<file path="config.mk">
export PLATFORM = sky130hd
export DESIGN_NAME = rr_byte_mux_arbiter
export DESIGN_NICKNAME = d
export VERILOG_FILES = /design/src/rtl/rr_byte_mux_arbiter.sv
export SDC_FILE = /design/constraint.sdc
export NUM_CORES = 1
export LEC_CHECK = 0
export ABC_AREA = 1
export ABC_CLOCK_PERIOD_IN_PS = 1700
export CAP_MARGIN = 25
export CORE_MARGIN = 10
export CORE_UTILIZATION = 30
export CTS_BUF_LIST = sky130_fd_sc_hd__clkbuf_4
export CTS_CLUSTER_DIAMETER = 50
export DETAILED_ROUTE_END_ITERATION = 10
export PLACE_DENSITY = 0.66
export SLEW_MARGIN = 20
export SYNTH_ARGS = -nofsm -noshare
export SYNTH_HDL_FRONTEND = slang
export SYNTH_SLANG_ARGS = --single-unit
export TNS_END_PERCENT = 50
</file>
<file path="constraint.sdc">
create_clock -name clk -period 1.7 [get_ports clk]
set_input_delay 0.255 -clock clk [delete_from_list [all_inputs] [get_ports clk]]
set_output_delay 0.255 -clock clk [all_outputs]
set_load 0.01 [all_outputs]
</file>
<file path="src/rtl/rr_byte_mux_arbiter.sv">
// Four-source round-robin arbiter sharing one 8-bit 4-to-1 byte mux, with a
// one-deep valid/ready output register and a completed-transfer counter.

module rr_byte_mux_8x4 (
  input  logic [7:0] in1,
  input  logic [7:0] in2,
  input  logic [7:0] in3,
  input  logic [7:0] in4,
  input  logic       sel1,
  input  logic       sel2,
  output logic [7:0] out
);

  always_comb begin
    case ({sel1, sel2})
      2'b00:   out = in1;
      2'b01:   out = in2;
      2'b10:   out = in3;
      default: out = in4;
    endcase
  end

endmodule

module rr_byte_mux_arbiter #(
  parameter int CNT_W = 16
) (
  input  logic             clk,
  input  logic             reset,
  input  logic [3:0]       req,
  input  logic [7:0]       in1,
  input  logic [7:0]       in2,
  input  logic [7:0]       in3,
  input  logic [7:0]       in4,
  output logic [3:0]       gnt,
  output logic             sel1,
  output logic             sel2,
  output logic [7:0]       out_data,
  output logic             out_valid,
  input  logic             out_ready,
  output logic             busy,
  output logic [CNT_W-1:0] xfer_count
);

  typedef enum logic {
    IDLE = 1'b0,
    XFER = 1'b1
  } state_t;

  state_t           state, state_d;
  logic [1:0]       ptr, ptr_d;
  logic [1:0]       sel_q, sel_d;
  logic [3:0]       gnt_d;
  logic             busy_d;
  logic [7:0]       out_data_d;
  logic             out_valid_d;
  logic [CNT_W-1:0] count_d;

  logic [7:0]       mux_out;
  logic [1:0]       pick;
  logic             found;
  logic             slot_free;

  rr_byte_mux_8x4 u_mux (
    .in1  (in1),
    .in2  (in2),
    .in3  (in3),
    .in4  (in4),
    .sel1 (sel_q[1]),
    .sel2 (sel_q[0]),
    .out  (mux_out)
  );

  // Rotating priority: scan ptr+1, ptr+2, ptr+3, then ptr itself.
  always_comb begin
    found = 1'b0;
    pick  = ptr;
    for (int k = 1; k <= 4; k++) begin
      if (!found && req[ptr + k[1:0]]) begin
        found = 1'b1;
        pick  = ptr + k[1:0];
      end
    end
  end

  // The output slot can take a new byte if empty or being drained this cycle.
  assign slot_free = !out_valid || out_ready;

  // NOTE: every signal driven here gets a default first, so no path through
  // the case statement can leave one unassigned and infer a latch.
  always_comb begin
    state_d     = state;
    sel_d       = sel_q;
    ptr_d       = ptr;
    gnt_d       = 4'b0000;
    busy_d      = 1'b0;
    out_data_d  = out_data;
    out_valid_d = out_valid && !out_ready;
    count_d     = xfer_count;

    case (state)
      IDLE: begin
        if (found && slot_free) begin
          state_d = XFER;
          sel_d   = pick;
          gnt_d   = 4'b0001 << pick;
          busy_d  = 1'b1;
        end
      end
      XFER: begin
        // Capture happens regardless of whether the winner still requests.
        out_data_d  = mux_out;
        out_valid_d = 1'b1;
        ptr_d       = sel_q;
        count_d     = xfer_count + CNT_W'(1);
        state_d     = IDLE;
      end
      default: state_d = IDLE;
    endcase
  end

  // NOTE: sequential state uses non-blocking assignments so every register
  // samples the pre-edge values regardless of statement order.
  always_ff @(posedge clk) begin
    if (reset) begin
      state      <= IDLE;
      ptr        <= 2'd3;
      sel_q      <= 2'd0;
      gnt        <= 4'b0000;
      busy       <= 1'b0;
      out_data   <= 8'h00;
      out_valid  <= 1'b0;
      xfer_count <= '0;
    end else begin
      state      <= state_d;
      ptr        <= ptr_d;
      sel_q      <= sel_d;
      gnt        <= gnt_d;
      busy       <= busy_d;
      out_data   <= out_data_d;
      out_valid  <= out_valid_d;
      xfer_count <= count_d;
    end
  end

  assign sel1 = sel_q[1];
  assign sel2 = sel_q[0];

endmodule

</file>
## Yosys cells after proc, flatten, opt, wreduce, memory -nomap -nowiden

Index checks and enable logic that the tools add are counted.

| word-level totals | value |
|---|---|
| register bits after elaboration | 35 |
| latch bits | 0 |
| bits in writable memories | 0 |
| bits in read-only memories | 0 |
| input port bits | 39 |
| output and inout bits | 32 |
| logic and storage cells | 56 |
| memories | 0 |

| operators by class | value |
|---|---|
| $add $sub $neg | 4 |
| multipliers | 0 |
| div/mod/pow operators | 0 |
| $lt $le $gt $ge | 4 |
| equality and inequality tests | 2 |
| shift operators | 1 |
| mux-type cells | 20 |
| bitwise logic cells | 2 |
| reductions and logical operators | 15 |

Operator list:

| cell | number |
|---|---|
| one-hot mux 8 bit (3 select lines) | 1 |
| adder 16 x 1 -> 16 bit (second input constant) | 1 |
| less-than comparator 2 x 3 -> 1 bit (second input constant) | 4 |
| two-way mux 1 bit | 10 |
| binary-select mux 1 bit (select 2 bit) | 4 |
| two-way mux 2 bit | 4 |
| logical AND 1 bit | 5 |
| logical NOT 1 bit | 5 |
| adder 2 bit (second input constant) | 2 |
| << shifter 1 x 2 -> 4 bit (first input constant) | 1 |
| OR reduction 3 bit | 1 |
| adder 2 x 1 -> 2 bit (second input constant) | 1 |
| equality test 2 x 1 -> 1 bit (second input constant) | 1 |
| equality test 2 bit (second input constant) | 1 |
| logical NOT 2 bit | 1 |
| NOT 1 bit | 2 |
| one-hot mux 1 bit (2 select lines) | 1 |
| AND reduction 2 bit | 1 |
| OR reduction 2 bit | 1 |
| logical OR 1 bit | 1 |

## Depth between registers and ports, before layout

Gate-level depths: netlist (run 1).

| depth | value |
|---|---|
| depth after elaboration | 16 |
| gate-level depth with buffers | 13 |
| depth with buffers taken out | 12 |

## By module

From an unflattened synthesis (run 1), not the netlist that was laid out.

| unflattened totals | value |
|---|---|
| cell total of the unflattened synthesis | 276 |
| area, all modules | 1906.8 um^2 |

By module, submodules not included:

| module | instances | cells an instance | area each (um^2) | seq. area each (um^2) |
|---|---|---|---|---|
| rr_byte_mux_arbiter | 1 | 229 | 1642.8 | 680.7 |
| rr_byte_mux_8x4 | 1 | 47 | 264.0 | 0.0 |

## Worst setup path after synthesis (run 1)

OpenSTA, ideal clock, no wires.

| timing | value |
|---|---|
| path type | register -> register |
| from | register xfer_count[0] |
| to | register xfer_count[10] |
| setup time | 0.070 ns |
| arrival time | 1.388 ns |
| required time | 1.630 ns |
| setup slack | 0.242 ns |
| stages on the path, launching flop included | 10 |
| path buffers | 0 |
| period minus slack after synthesis | 1.458 ns |
| path through | dfxtp_1 -> ha_1 -> nand3_1 -> nor2_1 -> nand2_1 -> nor2_2 -> nand2_1 -> nor2_1 -> o21ai_0 -> a21oi_1 |

| between the ends | value |
|---|---|
| cells in the longest elaborated chain, start to end | 1 |

Ends and longest elaborated chain:

| item | line | RTL |
|---|---|---|
| start, declared | 42 | `output logic [CNT_W-1:0] xfer_count` |
| start signal, assigned | 142 | `xfer_count <= count_d;` |
| adder 16 x 1 -> 16 bit | 115 | `count_d = xfer_count + CNT_W'(1);` |

No other way between the ends.
A chain may end at the register's enable or synchronous reset.

## Final worst setup path (run 1)

| timing | value |
|---|---|
| from | register xfer_count[6] |
| to | output port xfer_count[6] |

No word-level cell between the ends.

==> results.md, run 1 <==
* N_diodes at 0
* Post-route ant nets at 0
* First-pass GRT wire length at 9090 µm
* WHS Endpoint: out_data[5]$_SDFFE_PP0P_
* Clock Skews at 0.0186 ns
* Endpoints failing hold at 0
* Post-layout util at 45.7%
* Max Fclk at 0.615 GHz
* Port bufs at 70
* Clock tree buffer depth at 2
* Area of the mapped netlist at 1870 µm²
* Setup tns final at 0 ns
* Core Box Area at 5990 µm²
* Worst Setup Slack, final at 0.0742 ns
* Die area at 9770 µm²
* VDD IR max at 428 µV
* Detailed-route via count at 1991
* Critical path startpoint category: register
* Initial antenna violation count at 0
* Final setup violation count at 0
* # H-tree levels at 2
* Static Leak at 0.00114 µW
* Worst R2R Path Depth at 9
* Postcts setup bufs at 0
* Largest net degree at the start of global routing at 21
* Worst r2r src: xfer_count[1]$_SDFFE_PP0P_
* Vias/cell at 4.59
* Grt ovf at 0
* First DRT Iteration DRCs at 51
* Post-synthesis sequential area ratio at 36.5%
* Number of global-route vias before repair at 1884
* Initial DRT Pass Iterations at 4
* Post-Syn Nets at 321
* Count of boundary I/O pins at 71
* Post-Place Cells at 426
* Kind of critical path: reg -> out
* CTS resizes at 0
* Required time worst endpoint at 1.44 ns
* Status: finished clean
* DP Worst Slack at 0.0184 ns
* Initial Utilization at 31.1%
* Crit-path slowest cell: clkdlybuf4s50_1
* CTS Sinks at 34
* Yosys warns at 0
* WHS at 0.495 ns
* Reg2Reg Setup Slack at 0.17 ns
* Max incr delay on CP at 0.59 ns
* Largest delay share family, worst path: buffers and inverters
* Die Ht at 98.9 µm
* Max_cap viols at 0
* Fin crit share at 95.6%
* GPL Wtd Cong at 0.829
* Min-Delay Startpoint: in4[5]
* # DRC at 0
* Relative slew margins at 67.9%
* RSZ-0062 raised after global routing: no
* Area grow syn2layout at 46.8%
* Crit path DAT at 1.37 ns
* Final Non-Filler Cells at 434
* Power per cell area at 894 nW/µm²
* CP bufs+invs at 1
* GRT Total Usage at 10.9%
* Wire length per cell at 12.3 µm
* TritonCTS clock tree: built
* Slew @ Worst Pin at 0.480 ns
* CTS Buf Count at 5
* Reg2reg end: xfer_count[12]$_SDFFE_PP0P_
* Hold Path Depth at 3
* Hold_buf cts at 0
* Crit path cell chain: clkdlybuf4s50_1
* Row count at 28
* Detailed Place HPWL at 4440 µm
* Worst-path clk slew at 0.11 ns
* Die width at 98.9 µm
* Final Max Slew Viols at 0
* Share of cells above drive strength 1 at 12.0%
* CP Max Fanout at 6
* Syn avg cell area at 6.64 µm²
* Type of the most critical hold path: in -> reg
* Distinct cells, synth at 26
* Drt total wl at 5340 µm
* Clk root buf: clkbuf_4
* Final nets at 398
* Mapped Cells at 281
* Seq cells post-synth at 34
* Fin crit period at 1.63 ns
* Element type at the critical path end: output pin
* Clk_lat worst skew at 0.34 ns
-- worst max-delay path by stage --
stage / start / end / slack [ns] / depth (start not counted)
6_report: xfer_count[6]$_SDFFE_PP0P_ / xfer_count[6] / 0.07 / 1
5_1_grt: xfer_count[0]$_SDFFE_PP0P_ / xfer_count[0] / 0.006 / 2
4_1_cts: sel_q[1]$_SDFFE_PP0P_ / sel1 / 0.01 / 1
3_5_place_dp: req[2] / gnt[0]$_SDFF_PP0_ / 0.02 / 9
3_3_place_gp: req[3] / sel_q[1]$_SDFFE_PP0P_ / 0.05 / 9
2_1_floorplan: xfer_count[0]$_SDFFE_PP0P_ / xfer_count[10]$_SDFFE_PP0P_ / 0.24 / 9
-- kinds of logic (layout without fill, tap and decap cells) --
logic type	after synthesis	count (layout)	synth area share, %
AND/OR/NAND/NOR	141	141	34.3
flip-flops	34	34	36.5
AO/OA/AOI/OAI	56	56	17.8
XOR/XNOR	1	1	0.470
adder cells (fa/ha/maj)	1	1	0.671
buffers and inverters	48	126	10.3
-- metal layers --
metal,part of all wire (%),up-vias,track usage [%]
met3,11,2,5.52
met2,43,69,16.5
met1,46,849,13.2
met5,0,-,0
met4,0.056,0,2.98
li1,-,1071,-
-- state kept, by name, indices dropped and copies added, names as in the netlist --
register    count
xfer_count     16
out_data        8
gnt             4
ptr             2
sel_q           2
busy            1
out_valid       1
-- through the flow --
step	total power [µW]	area, µm²
floorplan	1600	1870
global placement	2020	2680
detailed placement	2040	2680
CTS	2490	2730
global route	2670	2740
finish	2450	2740
-- cells in the mapped netlist, drive strengths merged --
cell type	instances	area [µm²]
nor3	5	30.0
a31oi	8	50.1
dfxtp	34	681
a221oi	8	70.1
clkbuf	5	18.8
nand2	75	329
buf	3	22.5
o21ai	23	126
ha	1	12.5
xor2	1	8.76
inv	40	150
nand4	3	18.8
nand3	18	95.1
a21oi	17	85.1
nor2	40	168
-- power by group --
part           switching [µW]  internal, µW
Combinational             555           479
Sequential               78.5           899
Clock                     265           171
-- layout by cell type, fill, tap and decap left out --
cell type,n
nand2_4,3
clkinv_1,1
nor2_4,2
nand4_1,3
a31oi_1,8
o21ai_4,1
a221oi_1,8
inv_1,36
nor2_1,37
dfxtp_2,5
clkbuf_4,6
nand3_1,17
xor2_1,1
a21oi_1,17
dfxtp_1,29
nand3_2,1
o21ai_0,20
nor2_2,1
nor3_1,4
clkinv_2,1
nand2_2,10
inv_2,4
o21ai_1,2
buf_4,8
ha_1,1
nor3_2,1
nand2_1,62
clkdlybuf4s50_1,70
-- layout make-up --
| cell class | count | area [µm²] |
|---|---|---|
| repair buffers | 78 | 761 |
| well taps | 75 | 93.8 |
| fillers | 610 | 3250 |
| multi-input cells | 199 | 993 |
| flip-flops and latches | 34 | 687 |
| inverters | 40 | 150 |
| clock inverters | 2 | 8.76 |
| clock buffers | 6 | 45.0 |
(Power assumes the default switching activity.)
==> inputs of run 2 (changes only) <==
Settings changed: SLEW_MARGIN 20 to default.
==> results of run 2 <==
Same layout as run 1: the final DEF is identical, and so are final timing and power.
==> inputs of run 3 (changes only) <==
Settings changed: PLACE_DENSITY 0.66 to default, PLACE_DENSITY_LB_ADDON from default to 0.05.
==> results.md, run 3 (synthesized netlist as in run 1, its figures left out) <==
* RSZ-0062 raised after global routing: no
* Die Ht at 98.9 µm
* Wire length per cell at 12.7 µm
* Setup tns final at 0 ns
* N_diodes at 0
* Core Box Area at 5990 µm²
* Share of cells above drive strength 1 at 12.2%
* VDD IR max at 387 µV
* Regs by FF count: xfer_count x16, out_data x8, gnt x4
* Clk_lat worst skew at 0.34 ns
* Initial antenna violation count at 0
* Status: finished clean
* CTS Buf Count at 5
* Detailed Place HPWL at 4540 µm
* GRT Total Usage at 11.1%
* Initial DRT Pass Iterations at 5
* Required time worst endpoint at 1.44 ns
* GPL Wtd Cong at 0.837
* Clock tree buffer depth at 2
* Largest net degree at the start of global routing at 26
* Max FFs per register at 16
* Crit path DAT at 1.36 ns
* WHS at 0.486 ns
* Final nets at 401
* Most frequent cells in the layout: clkdlybuf4s50_1 (68), nand2_1 (62), inv_1 (36)
* CTS Sinks at 34
* Max Fclk at 0.619 GHz
* Fin crit share at 95.1%
* Fin crit period at 1.62 ns
* Clock Skews at 0.0227 ns
* Count of boundary I/O pins at 71
* Grt ovf at 0
* Final Max Slew Viols at 0
* Die area at 9770 µm²
* Clk root buf: clkbuf_4
* TritonCTS clock tree: built
* Placed cell area at 2700 µm²
* DP Worst Slack at -0.0156 ns
* # DRC at 0
* Post-layout util at 46.2%
* Largest delay share family, worst path: buffers and inverters
* Relative slew margins at 80.4%
* Design area at 2770 µm²
* Detailed-route via count at 1980
* Slew @ Worst Pin at 0.293 ns
* Worst Setup Slack, final at 0.0838 ns
* Row count at 28
* Hold_buf cts at 0
* Area grow syn2layout at 48.4%
* Largest register by flop count: xfer_count
* Type of the most critical hold path: in -> reg
* Power per cell area at 884 nW/µm²
* Commonest non-fill, non-tap cell in the layout: clkdlybuf4s50_1
* Crit-path slowest cell: clkdlybuf4s50_1
* Crit path cell chain: clkdlybuf4s50_1
* First DRT Iteration DRCs at 53
* Port bufs at 70
* Drt total wl at 5570 µm
* Vias/cell at 4.53
* Initial Utilization at 31.1%
* Endpoints failing hold at 0
* Final setup violation count at 0
* Max_cap viols at 0
* Worst-path clk slew at 0.12 ns
* Die width at 98.9 µm
* Number of global-route vias before repair at 1917
* # H-tree levels at 2
* CP bufs+invs at 1
* Static Leak at 0.00117 µW
* Critical path startpoint category: register
* Kind of critical path: reg -> out
* Element type at the critical path end: output pin
* First-pass GRT wire length at 9020 µm
* Max incr delay on CP at 0.58 ns
* Post-route ant nets at 0
* CP Max Fanout at 6
run 3: final timing paths:
kind                            slack, ns                     endpoint  cells past startpoint                   startpoint
worst max-delay path                 0.08                xfer_count[6]                      1   xfer_count[6]$_SDFFE_PP0P_
worst min-delay path                 0.49     out_data[1]$_SDFFE_PP0P_                      3                       in4[1]
worst max register to register       0.19  xfer_count[12]$_SDFFE_PP0P_                      8   xfer_count[0]$_SDFFE_PP0P_
worst min register to register       0.49  xfer_count[14]$_SDFFE_PP0P_                      2  xfer_count[14]$_SDFFE_PP0P_
run 3: final cells by class:
cell class / count / area (µm²)
Clock buffer: 5 / 37.5
Multi-Input combinational cell: 199 / 1000
Sequential cell: 34 / 684
Inverter: 40 / 150
Fill cell: 627 / 3220
Timing Repair Buffer: 81 / 788
Tap cell: 75 / 93.8
Clock inverter: 3 / 11.3
run 3: report_power, final:
part           internal, µW  switching, µW  leakage [µW]
combinational           496            566      0.000867
clock                   147            271     0.0000277
sequential              896           72.0      0.000278
run 3: repair_timing:
item | 4_1_cts | 5_1_grt
buffers inserted | 0 | 0
endpoints found under the setup margin | 1 | 8
resized for setup | 1 | 7
cloned | 0 | 0
hold endpoints to repair | 0 | 0
run 3: stage by stage:
stage,instances,total power (µW)
6_report,437,2450
4_1_cts,437,2510
2_1_floorplan,281,1600
5_1_grt,437,2650
3_5_place_dp,429,2070
3_3_place_gp,429,2070
run 3: routing by layer:
layer  vias up  global-route usage, %  share of wire [%]
met5         -                      0                  0
met4         0                   3.64               0.99
met3         4                   6.49                 11
met2        63                   16.7                 42
met1       837                   12.9                 46
li1       1076                      -                  -
